File: config.mk
export PLATFORM = sky130hd
export DESIGN_NAME = alu_mdu_iter
export DESIGN_NICKNAME = d
export VERILOG_FILES = /design/src/rtl/alu_mdu_iter_pkg.sv /design/src/rtl/alu_mdu_iter_step.sv /design/src/rtl/alu_mdu_iter.sv
export SDC_FILE = /design/constraint.sdc
export NUM_CORES = 1
export LEC_CHECK = 0
export ABC_AREA = 1
export BUFFER_PORTS_ARGS = -buffer_cell sky130_fd_sc_hd__buf_2
export CAP_MARGIN = 20
export CORE_MARGIN = 3
export CORE_UTILIZATION = 30
export DETAILED_ROUTE_END_ITERATION = 8
export REMOVE_ABC_BUFFERS = 1
export SYNTH_ARGS = -nofsm -noshare
export SYNTH_HDL_FRONTEND = slang
export SYNTH_SLANG_ARGS = --single-unit
File: constraint.sdc
create_clock -name clk -period 2.4 [get_ports clk]
set_input_delay 0.12 -clock clk [delete_from_list [all_inputs] [get_ports clk]]
set_output_delay 0.12 -clock clk [all_outputs]
set_load 0.03 [all_outputs]
File: src/rtl/alu_mdu_iter_pkg.sv
// Shared definitions for the iterative RV32M multiply/divide unit.
//   mdu_op_e    : funct3 encodings of the M-extension ops
//   mdu_state_e : FSM state encodings
//   helpers     : op class / operand signedness decode
package alu_mdu_iter_pkg;

  typedef enum logic [2:0] {
    OP_MUL    = 3'd0,
    OP_MULH   = 3'd1,
    OP_MULHSU = 3'd2,
    OP_MULHU  = 3'd3,
    OP_DIV    = 3'd4,
    OP_DIVU   = 3'd5,
    OP_REM    = 3'd6,
    OP_REMU   = 3'd7
  } mdu_op_e;

  typedef enum logic [2:0] {
    S_IDLE  = 3'd0,
    S_PREP  = 3'd1,
    S_CALC  = 3'd2,
    S_FIXUP = 3'd3,
    S_DONE  = 3'd4
  } mdu_state_e;

  function automatic logic op_is_div(mdu_op_e op);
    return op[2];
  endfunction

  function automatic logic op_is_rem(mdu_op_e op);
    return op[2] & op[1];
  endfunction

  // MUL takes the low half, which is identical for signed and unsigned,
  // so it is treated as unsigned on both operands.
  function automatic logic op_a_signed(mdu_op_e op);
    return (op == OP_MULH) || (op == OP_MULHSU) || (op == OP_DIV) || (op == OP_REM);
  endfunction

  function automatic logic op_b_signed(mdu_op_e op);
    return (op == OP_MULH) || (op == OP_DIV) || (op == OP_REM);
  endfunction

endpackage

File: src/rtl/alu_mdu_iter_step.sv
// mdu_step: one combinational iteration of the MDU datapath.
//   div_i        : 1 = restoring-divide step, 0 = shift-add multiply step
//   hi_i / lo_i  : accumulator halves (mul: product hi/lo with the multiplier
//                  in lo; div: partial remainder / dividend-quotient)
//   m_i          : multiplicand (mul) or divisor (div)
//   hi_o / lo_o  : accumulator after the step
module mdu_step #(
  parameter int XLEN = 32
) (
  input  logic            div_i,
  input  logic [XLEN-1:0] hi_i,
  input  logic [XLEN-1:0] lo_i,
  input  logic [XLEN-1:0] m_i,
  output logic [XLEN-1:0] hi_o,
  output logic [XLEN-1:0] lo_o
);

  logic [XLEN-1:0] addend;
  logic [XLEN:0]   sum;
  logic [XLEN:0]   rsh;
  logic [XLEN-1:0] diff;
  logic            ge;

  always_comb begin
    addend = lo_i[0] ? m_i : '0;
    sum    = {1'b0, hi_i} + {1'b0, addend};
    // Shifted partial remainder needs XLEN+1 bits before the compare.
    rsh    = {hi_i, lo_i[XLEN-1]};
    ge     = (rsh >= {1'b0, m_i});
    // When ge, rsh - m < m < 2^XLEN, so the low XLEN bits are exact.
    diff   = rsh[XLEN-1:0] - m_i;
    if (div_i) begin
      hi_o = ge ? diff : rsh[XLEN-1:0];
      lo_o = {lo_i[XLEN-2:0], ge};
    end else begin
      hi_o = sum[XLEN:1];
      lo_o = {sum[0], lo_i[XLEN-1:1]};
    end
  end

endmodule

File: src/rtl/alu_mdu_iter.sv
// alu_mdu_iter: iterative RV32M multiply/divide unit, one op in flight.
//   clk, rst                : clock, synchronous active-high reset
//   flush                   : abort any in-flight op, return to IDLE
//   in_valid/in_ready       : request handshake; in_op (funct3), in_a, in_b, in_tag
//   out_valid/out_ready     : result handshake; out_result, out_tag, out_dbz
//   busy                    : FSM not in IDLE
// IDLE -> PREP -> CALC (XLEN/UNROLL cycles) -> FIXUP -> DONE; special cases
// (divide by zero, signed overflow) jump PREP -> DONE.
module alu_mdu_iter
  import alu_mdu_iter_pkg::*;
#(
  parameter int XLEN   = 32,
  parameter int UNROLL = 1,
  parameter int TAG_W  = 5
) (
  input  logic             clk,
  input  logic             rst,
  input  logic             flush,
  input  logic             in_valid,
  output logic             in_ready,
  input  logic [2:0]       in_op,
  input  logic [XLEN-1:0]  in_a,
  input  logic [XLEN-1:0]  in_b,
  input  logic [TAG_W-1:0] in_tag,
  output logic             out_valid,
  input  logic             out_ready,
  output logic [XLEN-1:0]  out_result,
  output logic [TAG_W-1:0] out_tag,
  output logic             out_dbz,
  output logic             busy
);

  localparam int N  = XLEN / UNROLL;
  localparam int CW = $clog2(N) + 1;
  localparam logic [XLEN-1:0] XMIN = {1'b1, {(XLEN-1){1'b0}}};

  mdu_state_e       state_q, state_d;
  mdu_op_e          op_q;
  logic [XLEN-1:0]  a_q, b_q, m_q, hi_q, lo_q, res_q;
  logic [TAG_W-1:0] tag_q;
  logic             neg_q, dbz_q;
  logic [CW-1:0]    cnt_q;
  logic             accept, is_div;

  assign accept = in_valid & in_ready;
  assign is_div = op_is_div(op_q);

  // ---- PREP decode: magnitudes, result sign, special cases ----
  logic            neg_a, neg_b, is_dbz, is_ovf, special;
  logic [XLEN-1:0] abs_a, abs_b, spec_res;

  always_comb begin
    neg_a   = op_a_signed(op_q) & a_q[XLEN-1];
    neg_b   = op_b_signed(op_q) & b_q[XLEN-1];
    abs_a   = neg_a ? (~a_q + 1'b1) : a_q;
    abs_b   = neg_b ? (~b_q + 1'b1) : b_q;
    is_dbz  = is_div & (b_q == '0);
    is_ovf  = ((op_q == OP_DIV) || (op_q == OP_REM)) & (a_q == XMIN) & (b_q == '1);
    special = is_dbz | is_ovf;
    if (is_dbz) spec_res = op_is_rem(op_q) ? a_q : '1;
    else        spec_res = op_is_rem(op_q) ? '0  : XMIN;
  end

  // ---- CALC: UNROLL chained steps per cycle ----
  logic [UNROLL:0][XLEN-1:0] hi_c, lo_c;
  assign hi_c[0] = hi_q;
  assign lo_c[0] = lo_q;

  for (genvar g = 0; g < UNROLL; g++) begin : g_step
    mdu_step #(.XLEN(XLEN)) u_step (
      .div_i (is_div),
      .hi_i  (hi_c[g]),
      .lo_i  (lo_c[g]),
      .m_i   (m_q),
      .hi_o  (hi_c[g+1]),
      .lo_o  (lo_c[g+1])
    );
  end

  // ---- FIXUP: apply sign and select the result half ----
  logic [2*XLEN-1:0] prod, prod_s;
  logic [XLEN-1:0]   fix_res;

  always_comb begin
    prod   = {hi_q, lo_q};
    prod_s = neg_q ? (~prod + 1'b1) : prod;
    case (op_q)
      OP_MUL:                      fix_res = prod_s[XLEN-1:0];
      OP_MULH, OP_MULHSU, OP_MULHU: fix_res = prod_s[2*XLEN-1:XLEN];
      OP_DIV, OP_DIVU:             fix_res = neg_q ? (~lo_q + 1'b1) : lo_q;
      default:                     fix_res = neg_q ? (~hi_q + 1'b1) : hi_q;
    endcase
  end

  // ---- FSM: state register ----
  always_ff @(posedge clk) begin
    if (rst) state_q <= S_IDLE;
    else     state_q <= state_d;
  end

  // ---- FSM: next state ----
  always_comb begin
    state_d = state_q;
    if (flush) begin
      state_d = S_IDLE;
    end else begin
      case (state_q)
        S_IDLE:  if (in_valid) state_d = S_PREP;
        S_PREP:  state_d = special ? S_DONE : S_CALC;
        // Counter is loaded with N; this edge takes it to 0.
        S_CALC:  if (cnt_q == CW'(1)) state_d = S_FIXUP;
        S_FIXUP: state_d = S_DONE;
        S_DONE:  if (out_ready) state_d = S_IDLE;
        default: state_d = S_IDLE;
      endcase
    end
  end

  // ---- FSM: outputs ----
  always_comb begin
    in_ready  = (state_q == S_IDLE) & ~flush;
    busy      = (state_q != S_IDLE);
    out_valid = (state_q == S_DONE);
  end

  assign out_result = res_q;
  assign out_tag    = tag_q;
  assign out_dbz    = dbz_q;

  // ---- datapath registers ----
  always_ff @(posedge clk) begin
    if (rst) begin
      op_q  <= OP_MUL;
      a_q   <= '0;
      b_q   <= '0;
      m_q   <= '0;
      hi_q  <= '0;
      lo_q  <= '0;
      res_q <= '0;
      tag_q <= '0;
      neg_q <= 1'b0;
      dbz_q <= 1'b0;
      cnt_q <= '0;
    end else begin
      if (accept) begin
        op_q  <= mdu_op_e'(in_op);
        a_q   <= in_a;
        b_q   <= in_b;
        tag_q <= in_tag;
      end
      case (state_q)
        S_PREP: begin
          neg_q <= op_is_rem(op_q) ? neg_a : (neg_a ^ neg_b);
          dbz_q <= is_dbz;
          m_q   <= is_div ? abs_b : abs_a;
          hi_q  <= '0;
          lo_q  <= is_div ? abs_a : abs_b;
          cnt_q <= CW'(N);
          if (special) res_q <= spec_res;
        end
        S_CALC: begin
          hi_q  <= hi_c[UNROLL];
          lo_q  <= lo_c[UNROLL];
          cnt_q <= cnt_q - CW'(1);
        end
        S_FIXUP: res_q <= fix_res;
        default: ;
      endcase
    end
  end

endmodule

; ---- Word level (Yosys, flattened, before mapping)
; Index checks and enable logic that the tools add are counted.
; W data, S select, Z words.
[classes]
magnitude_cmp = 1
n_eq_ne = 17
add_sub_neg = 8
bitwise_logic = 16
n_reduce_logical = 17
mux = 26
[ops]
columns = op, count
row1 = $mux W32, 14
row2 = $pmux W32 S2, 3
row3 = $add A32 B1 Y32 const B, 4
row4 = $not A32 Y32, 4
row5 = $pmux W32 S3, 1
row6 = $add A64 B1 Y64 const B, 1
row7 = $eq A32 B32 Y1 const B, 2
row8 = $mux W64, 1
row9 = $not A64 Y64, 1
row10 = $add A32 B32 Y33, 1
row11 = $ge A33 B32 Y1, 1
row12 = $logic_not A32 Y1, 1
row13 = $sub A32 B32 Y32, 1
row14 = $pmux W3 S5, 1
row15 = $eq A3 B2 Y1 const B, 4
row16 = $eq A3 B3 Y1 const B, 4
row17 = $mux W3, 4
row18 = $pmux W6 S2, 1
row19 = $and A1 B1 Y1, 8
row20 = $eq A3 B1 Y1 const B, 2
row21 = $eq A6 B1 Y1 const B, 1
row22 = $logic_not A3 Y1, 2
row23 = $logic_or A1 B1 Y1, 6
row24 = $ne A2 B2 Y1 const B, 3
row25 = 12 further kinds, 14
[totals]
elab_cells = 97
regBits = 211
out_inout_bits = 41
in_bits = 77

; ---- Depth between registers and ports, before layout
; Gate-level depths: netlist of run 1.
[logic_depth]
depth_word = 8
ltp_mapped = 20
ltp_nobuf = 18

; ---- Cells and area by module
; From an unflattened synthesis of run 1, not the netlist that was laid out.
[hier_totals]
hier_cells = 3710
area_unflattened_um2 = 20827.5
[by_module_without_submodules]
columns = mod, seq_area_each_um2, instances, cells_per_inst, area_per_inst_um2
row1 = alu_mdu_iter, 4224.1, 1, 2438, 14547.7
row2 = mdu_step, 0.0, 1, 1272, 6279.8

; ---- Least setup slack after synthesis of run 1
; No wires, ideal clock.
[synth_path]
path_kind = flip-flop to flip-flop
from = register lo_q[0]
to = register hi_q[15]
n_path_buf = 2
path_slack_ns = -0.225
t_arrival_ns = 2.555
period_less_slack_ns = 2.625
path_stages_with_launch = 16
setup_time_ns = 0.070
required_ns = 2.330
path_cell_list = dfxtp_1 -> buf_2 -> clkbuf_1 -> nand2_1 -> inv_1 -> ha_1 -> inv_1 -> fa_1 -> o21ai_0 -> nand3_1 -> nand3_1 -> a21oi_1 -> or2_2 -> nand3_1 -> nand3_1 -> a21oi_1
[synth_between]
elab_chain_len = 4
[synth_rtl]
columns = item, line
row1 = "start, declared", alu_mdu_iter.sv:39  ; logic [XLEN-1:0] a_q, b_q, m_q, hi_q, lo_q, res_q;
row2 = "start signal, assigned", alu_mdu_iter.sv:157  ; lo_q <= is_div ? abs_a : abs_b;
row3 = "start signal, assigned", alu_mdu_iter.sv:163  ; lo_q <= lo_c[UNROLL];
row4 = $mux W32, alu_mdu_iter_step.sv:25  ; addend = lo_i[0] ? m_i : '0;
row5 = $add A32 B32 Y33, alu_mdu_iter_step.sv:26  ; sum = {1'b0, hi_i} + {1'b0, addend};
row6 = $mux W32, alu_mdu_iter_step.sv:32  ; if (div_i) begin
row7 = $pmux W32 S2, alu_mdu_iter.sv:151  ; case (state_q)
row8 = "end signal, assigned", alu_mdu_iter.sv:162  ; hi_q <= hi_c[UNROLL];
row9 = "end, declared", alu_mdu_iter.sv:39
; No other way between the ends.
; A chain may end at the register's enable or synchronous reset.

; ---- Worst setup path after layout of run 1
[layout_path]
from = register lo_q[0]
to = register hi_q[17]
; The elaborated chain is that of the path after synthesis.

==> results of run 1 <==
## cell usage after synthesis, types with 13 or more instances
master,instances,area [um2]
nand2_1,972,3650
inv_1,443,1660
buf_2,32,160
nand3_1,383,1920
xor2_1,57,499
a31oi_1,33,206
nor3_1,39,195
nand3b_1,13,97.6
o21ai_0,235,1180
nand4_1,67,419
o22ai_1,15,93.8
buf_1,17,63.8
o211ai_1,54,405
inv_2,17,63.8
ha_1,71,888
o21ai_1,18,90.1
nor2_1,321,1200
clkbuf_1,86,323
dfxtp_1,211,4220
a21oi_1,302,1510
nor2_2,18,113
## logic make-up (layout without fill, tap and decap cells)
kind of cell               after synthesis  count (layout)  synth area share
DFF                                    211             211             0.212
AOI/OAI and AO/OA                      696             696             0.191
adders and majority gates               73              73            0.0466
buffers and inverters                  607            1154             0.120
other                                    0               1                 0
xor gates and xnor gates                59              59            0.0259
and+or+nand+nor                       1869            1869             0.404
## power by group
part,switching (W),internal [W]
registers,0.000158,0.00365
logic,0.00339,0.00213
clock network,0.00179,0.00272
total,0.00534,0.00850
## final cells by class
type                            instances  area share
Timing Repair Buffer                  643       0.181
Clock inverter                         13     0.00628
Tap cell                              855      0.0376
Inverter                              460      0.0611
Clock buffer                           38      0.0287
Multi-Input combinational cell       2697       0.536
Antenna cell                            1   0.0000878
Sequential cell                       211       0.150
## worst max-delay path, delay by kind of cell, from the launching register on
kind	cells	cell delay [ns]
compound gates	1	0.14
fa+ha+maj	1	0.31
simple gates	9	0.99
buf+inv	4	0.45
flops	1	0.39
## through the flow
step	hold WS, ns	worst slack (ns)
after global placement	0.395	-0.123
after detailed placement	0.394	-0.165
after floorplan	0.182	-3.62
after CTS	0.296	-0.00368
after global routing	0.337	-0.0952
final	0.317	0.0407
## routing by layer
layer / up-vias / routed length (um) / GRT usage
li1: 12600 / - / -
met1: 11700 / 40300 / 0.331
met2: 976 / 43200 / 0.420
met3: 206 / 5970 / 0.0258
met4: 0 / 4760 / 0.103
met5: - / 0 / 0
## worst paths after layout
| path | from | end | cells after the start |
|---|---|---|---|
| worst max-delay path | lo_q[0] | hi_q[17] | 15 |
| worst min-delay path | in_b[17] | b_q[17] | 4 |
| worst max register to register | lo_q[0] | hi_q[17] | 15 |
| worst min register to register | out_tag[4] | out_tag[4] | 2 |
## timing repair
item / CTS / global route
hold buffers: 83 / 0
buffers inserted: 4 / 17
endpoints found under the hold margin: 79 / 0
endpoints found under the setup margin: 34 / 72
gates resized for setup: 56 / 444
pin swaps: 7 / 107
cloned: 1 / 5
## sequential cells by signal, indices dropped and copies added (netlist names)
register	flops
out_result	32
a_q	32
lo_q	32
m_q	32
op_q	3
out_dbz	1
neg_q	1
state_q	3
b_q	32
hi_q	32
out_tag	5
cnt_q	6
==> impl_results.md, run 1 <==
- Placed insts: approximately 4800
- Core Util, Final: 0.438
- Clock Skew: 0.0561 ns
- Peak supply drop: roughly 460 uV
- Grt ovf: 0
- Clk buf depth: 3
- Max Fclk: around 420 MHz
- Clk Latency, worst-skew pair: between 0.6 and 0.7 ns
- Vias/cell: around 5.2
- Drt wl/cell: roughly 19 um
- Sinks on Clock Net: about 210
- Synthesized instance count: between 3000 and 4000
- Core footprint: between 60000 and 70000 um2
- Yosys cell types: 50
- Final Power: 0.0138 W
- Run status: complete, no violations
- Sequential area share after synthesis: 0.212
- Ys flop type: dfxtp_1
- Area Overhead vs Synth: 43.0%
- Number of nets in the layout: ~4200
- Starting density of the core: 0.306
- Post-route design area: 28500 um2
- Syn. warnings: 0
- Post-synthesis instance area: 19900 um2
- Vias: around 26000
- Die Wd: ~260 um
- Asr flop ratio synth: 0
- Row cnt: 93
- Clock-pin slew on the worst setup and hold paths: 0.06 ns
- Startpoint types: register
- CTS buffer count: 28
- Largest net degree at the start of global routing: ~120
- Detailed Routing Iterations Pass 1: 6
- Chip height: ~260 um
- Peak per-stage delay on the critical path: 0.39 ns
- Hold Fails Final Rpt: 0
- Max cap viols: 0
- Final Wtd Congestion: roughly 1.1
- Period Utilization, post-route: 0.983
- Commonest non-fill, non-tap cell in the layout: nand2_1
- Final WL: ~94000 um
- Routed Antenna Nets: 0
- Rel. slew slack: 0.457
- Tot GR Track Use: 0.252
- Finished Layout Cells: between 4000 and 5000
- Register area: between 4000 and 5000 um2
- Final critical-path required period: around 2.4 ns
- TNS Setup: 0 ns
- Area after DPL: roughly 24000 um2
- CP max FO: 8
- FF+latch count, synth: roughly 210
- Multi-input logic area: ~15000 um2
- Data required, critical path: ~2.9 ns
- Post-route DRC: 0
- Cell Pwr Density: 486 nW/um2
- Share of cells above drive strength 1: 0.261
- EDFF count, synth: 0
- Syn_area_per_cell: between 5 and 6 um2
- Vias in the first global route: ~24000
- RSZ-0062 raised after global routing: yes
- Overall die area: approximately 70000 um2
- First-pass GRT wire length: approximately 140000 um
- Initial antenna violation count: 2
- Root buf cell: clkbuf_16
- Post-DP HPWL: between 70000 and 80000 um
- Slew Limit Fails: 0
- Final setup fails: 0
- H-tree depth: 1
- Most frequent cells in the layout: nand2_1 (879), buf_4 (408), inv_1 (407)
- Number of DRC markers in iteration 0: approximately 2400
- Endpoint class of the critical path: register
- CP max-delay cell: dfxtp_4
- Setup slack on the worst flop-to-flop path: approximately 0.041 ns
- WS Path Type: reg2reg
- Fill cell count: just under 7000
- I/O Pins: between 100 and 150
- Crit-path cells: clkbuf_16, nand2_1, inv_1, ha_4, nand2_4, nor2_4, inv_2, nor3_4, buf_6, nand4_1, nand3_1, nand2_1, nand3_1, nand4_1, a21oi_1
- Port Buffers: approximately 120
- Static leakage: 13.6 nW
- TritonCTS clock tree: yes
- Worst slew pin tran: ~0.81 ns
- Hold Path Class: in2reg
- Critical Path AT: ~2.8 ns
No activity file was read; power rests on OpenSTA's default activity.
==> run 2, diff against run 1 <==
- BUFFER_PORTS_ARGS: -buffer_cell sky130_fd_sc_hd__buf_2 -> -buffer_cell sky130_fd_sc_hd__clkbuf_2
==> run 2 against run 1 <==
The flow now finishes with violations (setup timing). Clock skew shrank 0.040 ns. Non-clock buffer count shrank 3. Flip-flop and latch count is the same. Die area is the same. Critical path type unchanged. Largest cell class unchanged.
==> impl_results.md, run 2 (same netlist as run 1, synthesis figures left out) <==
- Run status: finished with violations
- Violated checks: setup timing
- First-pass GRT wire length: 140000 um (+1.9%)
- Pre-CTS setup slack: -0.258 ns (-0.0923 ns)
- Vias: 25500 (-0.074%)
- Slew Limit Fails: 0 (unchanged)
- Max cap viols: 0 (unchanged)
- Core Util, Final: 0.438 (about the same)
- Ant diodes: 0 (-1)
- Max Fclk: 413 MHz (-2.5%)
- Root buf cell: clkbuf_16
- Peak per-stage delay on the critical path: 0.35 ns (-0.04 ns)
- Critical Path AT: 2.93 ns (+0.09 ns)
- Initial antenna violation count: 0 (-2)
- Data required, critical path: 2.91 ns (+0.03 ns)
- Clk network pwr share: 0.340 (+0.014)
- Grt ovf: 0 (unchanged)
- Cell Pwr Density: 496 nW/um2 (+2.1%)
- Post-DP HPWL: 72600 um (about the same)
- Clock-pin slew on the worst setup and hold paths: 0.06 ns (about the same)
- Port Buffers: 117 (unchanged)
- Multi-input logic area: 15200 um2 (-0.70%)
- H-tree depth: 1 (unchanged)
- Worst slew pin tran: 0.703 ns (-0.111 ns)
- Period Utilization, post-route: 1.01 (+0.0249)
- WS Path Type: reg2reg
- Detailed Routing Iterations Pass 1: 6 (unchanged)
- Sw frac: 0.378 (-0.00751)
- Clk Latency, worst-skew pair: 0.59 ns (-0.02 ns)
- CP max FO: 8 (unchanged)
- TritonCTS clock tree: yes
- Sinks on Clock Net: 211 (unchanged)
- Drt wl/cell: 19.2 um (+0.42%)
- Final WL: 94600 um (+0.34%)
- Sequential share of power: 0.270 (-0.005)
- Register area: 4260 um2 (about the same)
- RSZ-0062 raised after global routing: yes
- Endpoint class of the critical path: register
- Largest net degree at the start of global routing: 117 (unchanged)
- Combinational share of power: 0.390 (-0.009)
- Most frequent cells in the layout: nand2_1 (897), inv_1 (416), buf_4 (399)
- Startpoint types: register
- NetSw: 0.00535 W (+0.11%)
- Static leakage: 13.6 nW (+0.18%)
- Final critical-path required period: 2.42 ns (+0.0598 ns)
- Top Family by Delay on Critical Path: simple AND/OR/NAND/NOR gates
- Number of nets in the layout: 4189 (-0.048%)
- P_int: 0.00878 W (+3.3%)
- Final setup fails: 2 (+2)
- CP max-delay cell: dfxtp_2
- Vias/cell: 5.19 (about the same)
- Routed Antenna Nets: 0 (unchanged)
- Peak supply drop: 540 uV (+17%)
- Crit path buffers/inverters: 4 (unchanged)
- Final Wtd Congestion: 1.01 (-4.7%)
- Commonest non-fill, non-tap cell in the layout: nand2_1
- Hold Path Class: in2reg
- Area Overhead vs Synth: 43.0% (about the same)
- Chip height: 264 um (unchanged)
- CTS buffer count: 29 (+3.6%)
- Fill cell count: 6864 (+0.66%)
- Post-route DRC: 0 (unchanged)
- Clk buf depth: 3 (unchanged)
- Overall die area: 69500 um2 (unchanged)
- Row cnt: 93 (unchanged)
- Die Wd: 264 um (unchanged)
- Final worst setup slack: -0.0191 ns (-0.0598 ns)
- Crit-path cells: inv_2, ha_4, buf_6, nand2_4, nor2_4, nand3_4, nor3_2, nand2_1, nand2_2, nor2_4, nand2_4, buf_12, buf_16, nand3_1, nand3_1, nand2_1, a21oi_1
- Clock Skew: 0.0162 ns (-0.0399 ns)
- Share of cells above drive strength 1: 0.252 (-0.00843)
- Core footprint: 65000 um2 (unchanged)
- Number of DRC markers in iteration 0: 2260 (-5.7%)
- Vias in the first global route: 23900 (+1.7%)
- Starting density of the core: 0.306 (unchanged)
- I/O Pins: 118 (unchanged)
- Rel. slew slack: 0.531 (+0.0739)
- Hold Fails Final Rpt: 0 (unchanged)
- Tot GR Track Use: 0.256 (+0.00479)
-- run 2: cell types whose count changed in the layout (fill, tap and decap cells not counted), sizes merged --
cell         before  now
diode             1    0
dlygate4sd3      83   84
clkinv            7    6
bufinv            3    6
buf             556  437
clkbuf           42  155
-- run 2: power groups by stage --
stage	clock network, W	registers (W)	logic (W)
finish	0.00481	0.00381	0.00551
CTS	0.00489	0.00380	0.00507
global route	0.00501	0.00383	0.00594
floorplan	0	0.00390	0.00248
global placement	0	0.00387	0.00462
detailed placement	0	0.00388	0.00462
-- run 2: final timing paths --
kind / depth (start not counted) / endpoint / slack (ns) / from
min reg2reg: 2 / out_tag[2] / 0.46 / out_tag[2]
min: 4 / b_q[9] / 0.34 / in_b[9]
max reg2reg: 17 / hi_q[7] / -0.02 / m_q[26]
max: 17 / hi_q[7] / -0.02 / m_q[26]
-- run 2: per-layer routing --
| layer | GRT usage | share of wire |
|---|---|---|
| met5 | 0 | 0 |
| met4 | 0.109 | 0.049 |
| met3 | 0.0300 | 0.061 |
| met2 | 0.424 | 0.46 |
| met1 | 0.337 | 0.43 |
-- run 2: area by class of cell --
class,count,area share
clock inverters,15,0.00879
repair buffers,640,0.183
flip-flops and latches,211,0.150
clock buffers,36,0.0278
well taps,855,0.0376
multi-input cells,2697,0.532
inverters,460,0.0611
-- run 2: per-stage QoR --
stage	TNS, ns	cells	hold WS, ns	power, W	instance area (um2)
finish	-0.0310	4914	0.344	0.0141	28500
global route	-1.57	4914	0.372	0.0148	28500
CTS	-0.0165	4891	0.315	0.0138	26700
detailed placement	-5.52	4749	0.379	0.00850	24300
global placement	-6.27	4749	0.382	0.00849	24300
floorplan	-486.38	3368	0.182	0.00638	19300
-- run 2: worst min-delay path: stages --
cell and delay, ns:
dlygate4sd3_1 0.52, clkbuf_2 0.09, o21ai_0 0.07, a21oi_1 0.10
-- run 2: what timing repair did --
action                                  CTS  global route
hold buffers                             84             0
endpoints found under the setup margin   42            75
gates resized for setup                  77           382
pin swaps                                14            75
buffers inserted                          4            20
cloned                                    3             3
hold endpoints to repair                 78             0
